<file path="src/rtl/openip_stream_upsizer_if.sv">
// Narrow-in / wide-out stream bundle for openip_stream_upsizer.
interface openip_stream_upsizer_if #(
   parameter int unsigned IN_WIDTH = 8,
   parameter int unsigned RATIO    = 4
);
   logic                        w_valid;
   logic                        w_ready;
   logic [IN_WIDTH-1:0]         w_data;
   logic                        w_last;
   logic                        r_valid;
   logic                        r_ready;
   logic [IN_WIDTH*RATIO-1:0]   r_data;
   logic [RATIO-1:0]            r_keep;
   logic                        r_last;

   // Producer of narrow beats and consumer of wide words.
   modport master (
      output w_valid, w_data, w_last, r_ready,
      input  w_ready, r_valid, r_data, r_keep, r_last
   );

   // The upsizer itself.
   modport slave (
      input  w_valid, w_data, w_last, r_ready,
      output w_ready, r_valid, r_data, r_keep, r_last
   );
endinterface

</file>
<file path="src/rtl/openip_stream_upsizer.sv">
// Valid/ready width converter: packs RATIO narrow beats into one registered
// wide word, lane 0 first. w_last closes a partial word early with a keep mask.
module openip_stream_upsizer #(
   parameter int unsigned IN_WIDTH = 8,
   parameter int unsigned RATIO    = 4
) (
   input  logic                   clk,
   input  logic                   rstn,
   openip_stream_upsizer_if.slave bus
);
   localparam int unsigned OUT_WIDTH = IN_WIDTH * RATIO;
   localparam int unsigned IDX_W     = (RATIO > 1) ? $clog2(RATIO) : 1;

   typedef enum logic [0:0] {StFill, StFull} state_e;

   state_e                 state_q, state_d;
   logic [IDX_W-1:0]       idx_q, idx_d;
   logic [OUT_WIDTH-1:0]   data_q, data_d;
   logic [RATIO-1:0]       keep_q, keep_d;
   logic                   last_q, last_d;

   logic                   w_ready;
   logic                   accept;
   logic                   consume;
   logic                   last_lane;

   // While a word is held, a new beat may only enter when that word leaves.
   assign w_ready   = (state_q == StFill) ? 1'b1 : bus.r_ready;
   assign accept    = bus.w_valid && w_ready;
   assign consume   = (state_q == StFull) && bus.r_ready;
   assign last_lane = (idx_q == IDX_W'(RATIO - 1));

   assign bus.w_ready = w_ready;
   assign bus.r_valid = (state_q == StFull);
   assign bus.r_data  = data_q;
   assign bus.r_keep  = keep_q;
   assign bus.r_last  = last_q;

   // State and word registers; reset discards any partial word.
   always_ff @(posedge clk or negedge rstn) begin
      if (!rstn) begin
         state_q <= StFill;
         idx_q   <= '0;
         data_q  <= '0;
         keep_q  <= '0;
         last_q  <= 1'b0;
      end else begin
         state_q <= state_d;
         idx_q   <= idx_d;
         data_q  <= data_d;
         keep_q  <= keep_d;
         last_q  <= last_d;
      end
   end

   // Next-state: fill lanes in order, close on the final lane or w_last.
   always_comb begin
      state_d = state_q;
      idx_d   = idx_q;
      data_d  = data_q;
      keep_d  = keep_q;
      last_d  = last_q;
      unique case (state_q)
         StFill: begin
            if (accept) begin
               for (int unsigned k = 0; k < RATIO; k++) begin
                  if (idx_q == IDX_W'(k)) begin
                     data_d[k*IN_WIDTH +: IN_WIDTH] = bus.w_data;
                     keep_d[k]                      = 1'b1;
                  end
               end
               if (last_lane || bus.w_last) begin
                  state_d = StFull;
                  last_d  = bus.w_last;
                  idx_d   = '0;
               end else begin
                  idx_d = idx_q + IDX_W'(1);
               end
            end
         end
         StFull: begin
            if (consume) begin
               state_d = StFill;
               data_d  = '0;
               keep_d  = '0;
               last_d  = 1'b0;
               idx_d   = '0;
               // A beat arriving alongside the consume starts a fresh word,
               // so full-rate streaming sees no bubble.
               if (accept) begin
                  data_d[IN_WIDTH-1:0] = bus.w_data;
                  keep_d[0]            = 1'b1;
                  if ((RATIO == 1) || bus.w_last) begin
                     state_d = StFull;
                     last_d  = bus.w_last;
                  end else begin
                     idx_d = IDX_W'(1);
                  end
               end
            end
         end
         default: state_d = StFill;
      endcase
   end
endmodule

</file>
<file path="src/flat_wrapper.sv">
// flat-port wrapper written by rule: the top's interface ports become plain ports
module openip_stream_upsizer_flat 
#(
   parameter int unsigned IN_WIDTH = 8,
   parameter int unsigned RATIO    = 4
)
  (clk, rstn, bus_w_valid, bus_w_data, bus_w_last, bus_r_ready, bus_w_ready, bus_r_valid, bus_r_data, bus_r_keep, bus_r_last);
  openip_stream_upsizer_if #(.IN_WIDTH(IN_WIDTH), .RATIO(RATIO)) bus_i ();
  input  logic clk;
  input  logic rstn;
  input wire logic [$bits(bus_i.w_valid)-1:0] bus_w_valid;
  input wire logic [$bits(bus_i.w_data)-1:0] bus_w_data;
  input wire logic [$bits(bus_i.w_last)-1:0] bus_w_last;
  input wire logic [$bits(bus_i.r_ready)-1:0] bus_r_ready;
  output wire logic [$bits(bus_i.w_ready)-1:0] bus_w_ready;
  output wire logic [$bits(bus_i.r_valid)-1:0] bus_r_valid;
  output wire logic [$bits(bus_i.r_data)-1:0] bus_r_data;
  output wire logic [$bits(bus_i.r_keep)-1:0] bus_r_keep;
  output wire logic [$bits(bus_i.r_last)-1:0] bus_r_last;
  assign bus_i.w_valid = bus_w_valid;
  assign bus_i.w_data = bus_w_data;
  assign bus_i.w_last = bus_w_last;
  assign bus_i.r_ready = bus_r_ready;
  assign bus_w_ready = bus_i.w_ready;
  assign bus_r_valid = bus_i.r_valid;
  assign bus_r_data = bus_i.r_data;
  assign bus_r_keep = bus_i.r_keep;
  assign bus_r_last = bus_i.r_last;
  openip_stream_upsizer #(.IN_WIDTH(IN_WIDTH), .RATIO(RATIO)) u_core (.clk(clk), .rstn(rstn), .bus(bus_i));
endmodule
</file>
<file path="config.mk">
export PLATFORM = sky130hd
export DESIGN_NAME = openip_stream_upsizer_flat
export DESIGN_NICKNAME = d
export VERILOG_FILES = /design/src/rtl/openip_stream_upsizer_if.sv /design/src/rtl/openip_stream_upsizer.sv /design/src/flat_wrapper.sv
export SDC_FILE = /design/constraint.sdc
export NUM_CORES = 1
export LEC_CHECK = 0
export ABC_AREA = 1
export BUFFER_PORTS_ARGS = -buffer_cell sky130_fd_sc_hd__buf_2
export CAP_MARGIN = 20
export CORE_MARGIN = 2
export CORE_UTILIZATION = 50
export CTS_CLUSTER_DIAMETER = 80
export DETAILED_ROUTE_END_ITERATION = 7
export PLACE_DENSITY = 0.78
export SETUP_SLACK_MARGIN = 0.4
export SYNTH_ARGS = -nofsm -noshare
export SYNTH_HDL_FRONTEND = slang
export SYNTH_SLANG_ARGS = --single-unit
</file>
<file path="constraint.sdc">
create_clock -name clk -period 1.92 [get_ports clk]
set_clock_uncertainty 0.2 [all_clocks]
set_input_delay 0.384 -clock clk [delete_from_list [all_inputs] [get_ports clk]]
set_output_delay 0.384 -clock clk [all_outputs]
set_load 0.03 [all_outputs]
</file>
# After elaboration in Yosys (flattened, before gate mapping)
# Cells that the tools add are included.
[classes]
add_sub_neg = 1
reduce_logical = 10
mux = 33
bitwise_logic = 1
eq_ne = 10
[ops]
columns = ["cell", "count"]
rows = [
  ["$mux 32", 2],
  ["$pmux 32 s2", 1],
  ["$mux 8", 5],
  ["$mux 1", 15],
  ["$reduce_and 3->1", 5],
  ["$ne 2x2->1 const B", 5],
  ["$mux 2", 4],
  ["$mux 4", 2],
  ["$pmux 4 s2", 1],
  ["$eq 2x2->1 const B", 2],
  ["$ne 2x1->1 const B", 2],
  ["$pmux 1 s2", 2],
  ["$pmux 2 s2", 1],
  ["$add 2x1->2 const B", 1],
  ["$eq 2x1->1 const B", 1],
  ["$logic_and 1x1->1", 2],
  ["$logic_not 2->1", 1],
  ["$reduce_and 2->1", 1],
  ["$logic_or 1x1->1", 1],
  ["$not 1->1", 1],
]
[totals]
inputBits = 13
regBits = 40
elab_cells = 66

# Depth between registers and ports, before layout
# Gate-level depths: netlist of run 1.
[logic_depth]
ltp_word = 5
mapped_depth = 7
ltp_nobuf = 7

# Worst setup path after synthesis of run 1
# No wires, ideal clock.
[synth_path]
path_kind = "reg2out"
start = "reg u_core.state_q, in the netlist u_core.bus.r_valid"
end = "out bus_w_ready"
arrival_time_ps = 1052
slack_ps = 284
path_buffers = 0
stages_incl_launch_ff = 3
path_cell_list = "dfrtp_1 inv_2 or2_2"
[synth_between]
elab_chain_len = 1
[synth_rtl]
columns = ["item", "line_no", "text"]
rows = [
  ["start, declared", "openip_stream_upsizer.sv:16", "state_e state_q, state_d;"],
  ["start signal, assigned", "openip_stream_upsizer.sv:42", "state_q <= StFill;"],
  ["start signal, assigned", "openip_stream_upsizer.sv:48", "state_q <= state_d;"],
  ["$mux 1", "openip_stream_upsizer.sv:28", "assign w_ready = (state_q == StFill) ? 1'b1 : bus.r_ready;"],
  ["end, declared", "flat_wrapper.sv:15", "output wire logic [$bits(bus_i.w_ready)-1:0] bus_w_ready;"],
]
# No other way between the ends.

# Final worst setup path of run 1
[layout_path]
start = "reg u_core.state_q, in the netlist u_core.bus.r_valid"
end = "reg u_core.data_q[28], in the netlist u_core.bus.r_data[28]"
[layout_between]
elab_chain_len = 4
[layout_rtl]
columns = ["item", "line_no", "text"]
rows = [
  ["$mux 1", "openip_stream_upsizer.sv:28", ""],
  ["$logic_and 1x1->1", "openip_stream_upsizer.sv:29", "assign accept = bus.w_valid && w_ready;"],
  ["$ne 2x1->1 (no source line)", "n/a", ""],
  ["$reduce_and 3->1 (no source line)", "n/a", ""],
  ["end signal, assigned", "openip_stream_upsizer.sv:50", "data_q <= data_d;"],
  ["end, declared", "openip_stream_upsizer.sv:18", "logic [OUT_WIDTH-1:0] data_q, data_d;"],
]
# Parallel ways exist; a longest one is shown, timed or not.
# A chain may end at the register's enable or synchronous reset.

==> results of run 1 <==
repair_timing:
action | CTS | global route
cloned | 0 | 3
pin swaps | 2 | 21
hold buffers | 1 | 0
gates resized for setup | 32 | 86
endpoints found under the hold margin | 17 | 0
setup buffers | 8 | 28
setup endpoints to repair | 27 | 72
path summary, 6_finish.rpt:
path / end
setup / recovery: u_core.bus.r_data[28]
hold / removal: u_core.bus.r_data[22]
setup reg to reg: u_core.bus.r_data[28]
hold reg to reg: u_core.bus.r_data[10]
max in group asynchronous: u_core.bus.r_data[1]
min in group asynchronous: u_core.bus.r_data[15]
flip-flops by register name (all words and copies together) (netlist names):
name,cells
u_core.bus.r_valid,1
u_core.bus.r_last,1
u_core.bus.r_data,32
u_core.bus.r_keep,4
u_core.idx_q,2
worst max-delay path, delay by kind of cell (launching register included):
kind	cells	cell delay (ns)
buf+inv	4	0.55
simple gates	4	0.52
flops	1	0.44
cell usage after synthesis (all sizes together):
| library cell | number | area share [%] |
|---|---|---|
| nand2 | 107 | 24 |
| buf | 1 | 0.44 |
| inv | 12 | 2.6 |
| nand4 | 9 | 3.3 |
| nor2 | 7 | 4.2 |
| o21ai | 4 | 1.2 |
| nand3 | 7 | 2.0 |
| ha | 4 | 2.9 |
| dfrtp | 40 | 58 |
| or2 | 1 | 0.37 |
metrics by stage:
| stage | hold WS [ns] | utilization [%] | power (mW) | cell area, um^2 | instances |
|---|---|---|---|---|---|
| floorplan | -0.112 | - | 2.21 | 1720 | 192 |
| global placement | 0.148 | 61.6 | 2.60 | 2040 | 289 |
| detailed placement | 0.149 | 61.6 | 2.63 | 2040 | 289 |
| CTS | 0.0900 | 69.4 | 3.37 | 2300 | 306 |
| global route | 0.0884 | 84.3 | 4.20 | 2790 | 337 |
| finish | 0.0943 | 84.3 | 4.03 | 2790 | 337 |
metal layers:
metal	vias to the layer above	routed length [um]	GRT usage, %
met4	0	176	6.39
met2	114	3090	36.6
met3	17	421	6.85
met5	-	0	0
li1	808	-	-
met1	877	2140	29.1
cells in the final DEF (no fill, tap or decap):
cell and count:
nor2_4 6, inv_1 6, clkinvlp_4 2, nand2_1 99, nand4_1 9, nand2_4 4
buf_2 12, dlygate4sd3_1 1, inv_2 5, ha_1 4, bufinv_16 1, o21ai_0 4
nand3_1 7, dfrtp_1 39, buf_4 33, buf_12 5, nand2_8 4, or2_4 1
dfrtp_2 1, clkbuf_4 5, buf_6 38, nand2_2 3, nor2_1 1, clkinv_2 1
layout make-up:
type,count,area [um^2],share of cell area (%)
Sequential cell,40,1000,35.9
Multi-Input combinational cell,142,757,27.1
Tap cell,46,57.6,2.06
Clock buffer,5,37.5,1.34
Inverter,12,48.8,1.75
Clock inverter,3,42.5,1.52
Timing Repair Buffer,89,846,30.3
logic make-up after synthesis:
logic type | synth area share [%]
AO/OA/AOI/OAI | 1.17
adder cells (fa/ha/maj) | 2.92
buffers and inverters | 3.07
AND/OR/NAND/NOR | 34.4
flip-flops | 58.5
power breakdown:
group          switching, mW  internal (mW)
Combinational           1.22          0.915
Clock                  0.287          0.271
Sequential             0.232           1.11
==> implementation parameters, run 1 <==
Parameter                              Value

STA
  Period utilisation layout ... slightly above 90%
  FMAX ... 0.558 GHz
  Minimum clock period ... between 1.5 and 2 ns
  RSZ-0062 raised after global routing ... yes
  Final Hold Violating Endpoints ... 0
  Setup TNS ... 0 ns
  Setup-failing EPs final ... 0
  Slew of the pin with the lowest slew margin ... approximately 0.44 ns
  Fin. max-slew vios ... 0
  Slew HR ... 70.8%
  Least setup slack across all paths after layout ... between 0.1 and 0.15 ns

Route
  Vias per std cell ... about 5.4
  Final routed wire length divided by cell count ... about 17 um
  DRC violation count after routing ... 0
  Via count of the routed design ... 1816
  Number of antenna-violating nets in the routed design ... 0
  Violation count after the first detailed-route iteration ... 115
  Final routed wirelength across all metal layers ... between 5 and 6 mm
  Number of iterations in the first detailed-routing pass ... 4

Global route
  Initial antenna violation count ... 0
  First-pass GRT wire length ... 6.82 mm
  Overall overflow remaining after global route ... 0
  Maximum number of pins on one net before global-route repair ... 24
  GRT Overall Usage ... between 20% and 30%
  Number of global-route vias before repair ... 1425

Setup path
  Cell occurring most often along the worst timing path ... nand2_1
  FF-to-FF path depth ... 8
  R2r setup slk ... around 0.13 ns
  Worst setup SP type ... flip-flop
  Critical path cell sequence ... buf_4, buf_6, buf_12, nand2_8, clkinvlp_4, nor2_4, nand2_1, nand2_1
  Endpoint required time on the critical path ... around 2 ns
  CP max stage cell ... dfrtp_2
  Largest fanout on the critical path ... 8
  Worst setup path start ... u_core.bus.r_valid
  Slowest cell delay on critical path ... roughly 0.44 ns
  Data arrival at the endpoint of the critical path ... about 1.9 ns
  Reg-to-reg critical path startpoint ... u_core.bus.r_valid
  Start-to-end type of the worst setup path ... flip-flop to flip-flop
  CP Capture Type ... flip-flop

Clock network
  Level count of the clock H-tree ... 2
  TritonCTS clock tree ... built
  Clock network latency to the later pin of the worst-skew pair ... 0.35 ns
  Clock transition at the registers of the reported paths ... roughly 0.12 ns
  Clock root cell ... clkbuf_4
  Number of buffers created by CTS ... 5
  Worst-case clock buffer depth ... 2
  Number of sinks handled by clock tree synthesis ... 40

Finish
  Fraction of final layout cells with drive strength greater than 1 ... around 42%
  Number of filler instances in the final layout ... 171
  Diode count ... 0
  Layout area overhead ... 63.1%
  Fin nets ... 307

Synthesis
  Average cell area after synthesis ... between 8 and 9 um^2
  Distinct cells, synth ... 14
  Number of instances in the synthesized netlist ... between 150 and 200
  Number of flip-flops and latches in the synthesized netlist ... 40
  Synthesis Warnings ... 0
  Synth Cell Area ... between 1500 and 2000 um^2
  Net count after synthesis ... 209
  Sequential cell area fraction in the yosys report ... 58.5%

Die
  Ports placed on the boundary ... 52
  Die area ... 3910 um^2
  Placeable core region ... approximately 3300 um^2
  Height of the chip ... about 63 um
  Cell Rows ... 21
  Die X-Extent ... 62.5 um
  Initial standard-cell utilization of the core ... 51.7%

Place
  Routability congestion estimate ... around 0.85
  Number of I/O port buffers ... between 50 and 60
  Post-placement worst setup slack ... 0.396 ns
  Detailed Place HPWL ... between 2 and 3 mm

Job
  Number of maximum-capacitance violations ... 0

Power and ir drop
  Maximum vdd drop ... 809 uV
  Leak Pwr ... around 1.5 nW
  Cell Pwr Density ... between 1000 and 1500 nW/um^2

Hold path
  Min-Delay Path Depth ... 3
  Critical hold path startpoint ... bus_w_data[6]
  Worst hold-check path type ... primary input to flip-flop

Outcome
  Run status ... finished, final reports clean
(Power assumes the default switching activity.)
==> run 2: changes to the inputs <==
Settings changed: MAX_ROUTING_LAYER from default to met4, SLEW_MARGIN from default to 40.
==> implementation parameters, run 2 (synthesis gave the netlist of run 1 again) <==
Parameter                              Value

STA
  Setup-failing EPs final ... 0 (unchanged)
  Least setup slack across all paths after layout ... 0.143 ns (+0.0140 ns)
  FMAX ... 0.563 GHz (+0.79%)
  Final Hold Violating Endpoints ... 0 (unchanged)
  Slew of the pin with the lowest slew margin ... 0.447 ns (+0.00954 ns)
  Setup TNS ... 0 ns (unchanged)
  RSZ-0062 raised after global routing ... yes
  Minimum clock period ... 1.78 ns (-0.0140 ns)
  Slew HR ... 70.2% (-0.64 points)
  Fin. max-slew vios ... 0 (unchanged)
  Period utilisation layout ... 92.6% (-0.73 points)

Setup path
  FF-to-FF path depth ... 8 (unchanged)
  Largest fanout on the critical path ... 8 (unchanged)
  Endpoint required time on the critical path ... 2.03 ns (about the same)
  Data arrival at the endpoint of the critical path ... 1.89 ns (about the same)
  CP Capture Type ... flip-flop
  Reg-to-reg critical path startpoint ... u_core.bus.r_valid
  Endpoint of the lowest-slack register-to-register path ... u_core.bus.r_data[23]
  R2r setup slk ... 0.14 ns (about the same)
  Start-to-end type of the worst setup path ... flip-flop to flip-flop
  Worst setup path start ... u_core.bus.r_valid
  Worst setup SP type ... flip-flop

Global route
  Initial antenna violation count ... 0 (unchanged)
  Number of global-route vias before repair ... 1424 (-0.070%)
  First-pass GRT wire length ... 6.81 mm (-0.21%)
  Overall overflow remaining after global route ... 0 (unchanged)
  GRT Overall Usage ... 23.0% (+0.57 points)
  Maximum number of pins on one net before global-route repair ... 24 (unchanged)

Hold path
  Min-Delay Path Depth ... 3 (unchanged)
  Worst hold-check path type ... primary input to flip-flop
  Critical hold path startpoint ... bus_w_data[6]
  Hold path endpoint ... u_core.bus.r_data[22]

Power and ir drop
  Design internal power ... 2.30 mW (about the same)
  Clock network fraction of total power ... 14.0% (about the same)
  Maximum vdd drop ... 809 uV (about the same)
  Leak Pwr ... 1.54 nW (unchanged)
  Cell Pwr Density ... 1440 nW/um^2 (about the same)
  Total power draw ... 4.03 mW (about the same)
  Sw Share ... 43.1% (+0.044 points)
  Combinational group share of total power ... 52.7% (about the same)
  Switching power ... 1.74 mW (+0.18%)
  Share of total power in sequential cells ... 33.3% (about the same)

Place
  Routability congestion estimate ... 0.863 (+1.6%)
  Detailed Place HPWL ... 2.78 mm (unchanged)
  Post-placement worst setup slack ... 0.396 ns (unchanged)
  Number of I/O port buffers ... 51 (unchanged)

Finish
  Fraction of final layout cells with drive strength greater than 1 ... 41.6% (unchanged)
  Layout area overhead ... 63.1% (unchanged)
  Fin nets ... 307 (unchanged)
  Commonest non-fill, non-tap cell in the layout ... nand2_1
  Leading cell types in the layout, fill and taps excluded ... 99 x nand2_1, 39 x dfrtp_1, 38 x buf_6, 33 x buf_4, 12 x buf_2
  Diode count ... 0 (unchanged)
  Max reg flops ... 32 (unchanged)

Die
  Initial standard-cell utilization of the core ... 51.7% (unchanged)
  Height of the chip ... 62.5 um (unchanged)
  Cell Rows ... 21 (unchanged)
  Placeable core region ... 3310 um^2 (unchanged)
  Ports placed on the boundary ... 52 (unchanged)
  Die area ... 3910 um^2 (unchanged)
  Die X-Extent ... 62.5 um (unchanged)

Route
  Number of iterations in the first detailed-routing pass ... 5 (+1)
  Final routed wire length divided by cell count ... 17.5 um (+0.94%)
  Number of antenna-violating nets in the routed design ... 0 (unchanged)
  Vias per std cell ... 5.47 (+1.6%)
  Violation count after the first detailed-route iteration ... 120 (+4.3%)
  Via count of the routed design ... 1845 (+1.6%)
  Final routed wirelength across all metal layers ... 5.89 mm (+0.94%)
  DRC violation count after routing ... 0 (unchanged)

Clock network
  Clock transition at the registers of the reported paths ... 0.13 ns (about the same)
  Worst-case clock buffer depth ... 2 (unchanged)
  Number of buffers created by CTS ... 5 (unchanged)
  Number of sinks handled by clock tree synthesis ... 40 (unchanged)
  Clock network latency to the later pin of the worst-skew pair ... 0.35 ns (about the same)
  Clock root cell ... clkbuf_4
  Level count of the clock H-tree ... 2 (unchanged)
  TritonCTS clock tree ... built

Job
  Number of maximum-capacitance violations ... 0 (unchanged)

Outcome
  Run status ... finished, final reports clean
run 2: layout make-up:
type,count,area (um^2)
flip-flops and latches,40,1000
repair buffers,89,846
multi-input cells,142,757
fillers,171,519
well taps,46,57.6
inverters,12,48.8
clock inverters,3,42.5
clock buffers,5,37.5
run 2: power by group through the flow:
stage          Clock [mW]  Combinational, mW  Sequential (mW)
3_5_place_dp            0               1.35             1.28
4_1_cts             0.560               1.53             1.28
2_1_floorplan           0              0.418             1.79
5_1_grt             0.598               2.24             1.37
3_3_place_gp            0               1.32             1.28
6_report            0.565               2.13             1.34
run 2: worst max path at each step:
| stage | slack (ns) | cells after the start | endpoint |
|---|---|---|---|
| 3_5_place_dp | 0.40 | 7 | u_core.bus.r_data[19] |
| 3_3_place_gp | 0.41 | 3 | bus_w_ready |
| 2_1_floorplan | 0.49 | 2 | bus_w_ready |
| 5_1_grt | 0.07 | 8 | u_core.bus.r_data[20] |
| 4_1_cts | 0.18 | 3 | bus_w_ready |
| 6_report | 0.14 | 8 | u_core.bus.r_data[23] |
run 2: critical path, cell delays in order, from the launching register on:
cell	delay [ns]
dfrtp_2	0.44
buf_4	0.14
buf_6	0.11
buf_12	0.12
nand2_8	0.06
clkinvlp_4	0.18
nor2_4	0.28
nand2_1	0.11
nand2_1	0.08
run 2: metal layers:
layer / GRT usage [%] / routed length (um) / part of all wire (%)
met4: 6.39 / 230 / 3.9
met5: - / 0 / 0
met3: 6.85 / 443 / 7.5
met1: 28.7 / 2200 / 37
met2: 36.7 / 3010 / 51
run 2: timing repair:
action,4_1_cts,5_1_grt
buffers inserted,8,28
setup endpoints to repair,27,72
gates cloned,0,3
hold buffers,1,0
pin swaps,2,21
gates resized for setup,32,86
endpoints found under the hold margin,17,0
run 2: per-stage QoR:
stage / hold WS, ns / util [%] / area, um^2 / std cells
after floorplan: -0.112 / - / 1720 / 192
after detailed placement: 0.149 / 61.6 / 2040 / 289
after global routing: 0.0884 / 84.3 / 2790 / 337
after global placement: 0.148 / 61.6 / 2040 / 289
final: 0.0846 / 84.3 / 2790 / 337
after CTS: 0.0900 / 69.4 / 2300 / 306
==> run 3: changes to the inputs <==
Settings changed: CORE_UTILIZATION 50 to 40, GPL_ROUTABILITY_DRIVEN from default to 0, PLACE_DENSITY 0.78 to 0.65.
==> implementation parameters, run 3 (synthesis gave the netlist of run 1 again) <==
Parameter                              Value

Finish
  Fraction of final layout cells with drive strength greater than 1 ... 34.4% (-7.2 points)
  Commonest non-fill, non-tap cell in the layout ... nand2_1
  Layout area overhead ... 34.4%
  Leading cell types in the layout, fill and taps excluded ... 99 x nand2_1, 49 x buf_2, 39 x dfrtp_1, 10 x buf_4, 9 x nand4_1
  Diode count ... 0 (unchanged)
  Max reg flops ... 32 (unchanged)
  Fin nets ... 279 (-9.1%)

Setup path
  FF-to-FF path depth ... 6 (-2)
  Largest fanout on the critical path ... 3 (-5)
  R2r setup slk ... 0.36 ns (+0.22 ns)
  Endpoint of the lowest-slack register-to-register path ... u_core.bus.r_data[17]
  Start-to-end type of the worst setup path ... flip-flop to primary output
  Reg-to-reg critical path startpoint ... u_core.bus.r_valid
  Worst setup SP type ... flip-flop
  CP Capture Type ... primary output
  Data arrival at the endpoint of the critical path ... 1.08 ns (-0.81 ns)
  Endpoint required time on the critical path ... 1.34 ns (-0.69 ns)

Die
  Initial standard-cell utilization of the core ... 42.2% (-9.5 points)
  Die area ... 4820 um^2 (+23%)
  Placeable core region ... 4060 um^2 (+23%)
  Die X-Extent ... 69.4 um (+11%)
  Cell Rows ... 23 (+9.5%)
  Ports placed on the boundary ... 52 (unchanged)
  Height of the chip ... 69.4 um (+11%)

Global route
  Overall overflow remaining after global route ... 0 (unchanged)
  GRT Overall Usage ... 18.5% (-4.5 points)
  Maximum number of pins on one net before global-route repair ... 17 (-29%)
  Initial antenna violation count ... 0 (unchanged)
  Number of global-route vias before repair ... 1355 (-4.8%)
  First-pass GRT wire length ... 6.81 mm (unchanged)

Clock network
  Clock network latency to the later pin of the worst-skew pair ... 0.28 ns (-0.07 ns)
  Number of sinks handled by clock tree synthesis ... 40 (unchanged)
  Number of buffers created by CTS ... 5 (unchanged)
  Level count of the clock H-tree ... 2 (unchanged)
  Worst-case clock buffer depth ... 2 (unchanged)
  Clock root cell ... clkbuf_8
  TritonCTS clock tree ... built
  Clock transition at the registers of the reported paths ... 0.07 ns (-0.06 ns)

Route
  Number of antenna-violating nets in the routed design ... 0 (unchanged)
  DRC violation count after routing ... 0 (unchanged)
  Violation count after the first detailed-route iteration ... 107 (-11%)
  Number of iterations in the first detailed-routing pass ... 4 (-1)
  Final routed wire length divided by cell count ... 13.0 um (-26%)
  Final routed wirelength across all metal layers ... 4.05 mm (-31%)
  Via count of the routed design ... 1492 (-19%)
  Vias per std cell ... 4.78 (-13%)

STA
  Slew HR ... 76.6% (+6.4 points)
  Fin. max-slew vios ... 0 (unchanged)
  Setup-failing EPs final ... 0 (unchanged)
  Setup TNS ... 0 ns (unchanged)
  Period utilisation layout ... 86.9% (-5.7 points)
  Least setup slack across all paths after layout ... 0.252 ns (+0.109 ns)
  Slew of the pin with the lowest slew margin ... 0.352 ns (-0.0954 ns)
  Minimum clock period ... 1.67 ns (-0.109 ns)
  Final Hold Violating Endpoints ... 0 (unchanged)
  FMAX ... 0.600 GHz (+6.6%)
  RSZ-0062 raised after global routing ... yes

Outcome
  Run status ... finished, final reports clean

Hold path
  Critical hold path startpoint ... bus_w_data[1]
  Min-Delay Path Depth ... 3 (unchanged)
  Worst hold-check path type ... primary input to flip-flop
  Hold path endpoint ... u_core.bus.r_data[9]

Power and ir drop
  Leak Pwr ... 1.33 nW (-13%)
  Maximum vdd drop ... 496 uV (-39%)
  Cell Pwr Density ... 1410 nW/um^2 (-2.4%)

Place
  Post-placement worst setup slack ... 0.394 ns (-0.00143 ns)
  Detailed Place HPWL ... 2.94 mm (+5.9%)
  Number of I/O port buffers ... 51 (unchanged)

Job
  Number of maximum-capacitance violations ... 0 (unchanged)
==> run 3: worst max-delay path: stages (launching register included) <==
cell and delay (ns):
dfrtp_2 0.39, inv_4 0.04, or2_4 0.23, buf_6 0.14
==> run 3: how the worst max path moves through the flow <==
stage / cells past startpoint / end / slack, ns / from
final: 3 / bus_w_ready / 0.25 / u_core.bus.r_valid
after global routing: 3 / bus_w_ready / 0.22 / u_core.bus.r_valid
after CTS: 3 / bus_w_ready / 0.25 / u_core.bus.r_valid
after detailed placement: 6 / u_core.bus.r_data[0] / 0.39 / bus_w_valid
after global placement: 6 / u_core.bus.r_data[3] / 0.40 / bus_w_valid
after floorplan: 2 / bus_w_ready / 0.49 / u_core.bus.r_valid
==> run 3: area by class of cell <==
type                       instances  area [um^2]
inverter                          12         51.3
clock buffer                       6         72.6
fill                             370         1760
multi-input combinational        139          714
clock inverter                     1         5.00
sequential                        40         1000
timing repair buffer              64          393
tap                               50         62.6
==> run 3: where the power goes <==
part,leakage (nW),switching [mW],internal [mW]
Combinational,0.762,1.04,0.428
Sequential,0.531,0.153,1.11
Clock,0.0410,0.268,0.247
Total,1.33,1.46,1.79
==> run 3: per-layer routing <==
metal | GRT usage, % | part of all wire [%] | wire length, um
met1 | 24.2 | 44 | 1780
met2 | 28.2 | 49 | 1970
met3 | 4.94 | 6.3 | 257
met4 | 5.88 | 1.2 | 48
met5 | - | 0 | 0
==> run 3: repair_timing <==
item / in CTS / in global routing
endpoints found under the hold margin: 14 / 0
resized for setup: 8 / 12
buffers inserted: 3 / 7
pin swaps: 2 / 13
hold buffers: 1 / 0
endpoints found under the setup margin: 14 / 37
==> run 3: metrics by stage <==
stage | std cells | utilization (%) | hold WS [ns] | total power, mW | area [um^2]
after floorplan | 192 | - | -0.112 | 2.21 | 1720
after global placement | 294 | 50.3 | 0.111 | 2.61 | 2040
after detailed placement | 294 | 50.3 | 0.115 | 2.64 | 2040
after CTS | 305 | 53.9 | 0.151 | 3.20 | 2190
after global routing | 312 | 56.7 | 0.162 | 3.45 | 2300
final | 312 | 56.7 | 0.158 | 3.24 | 2300
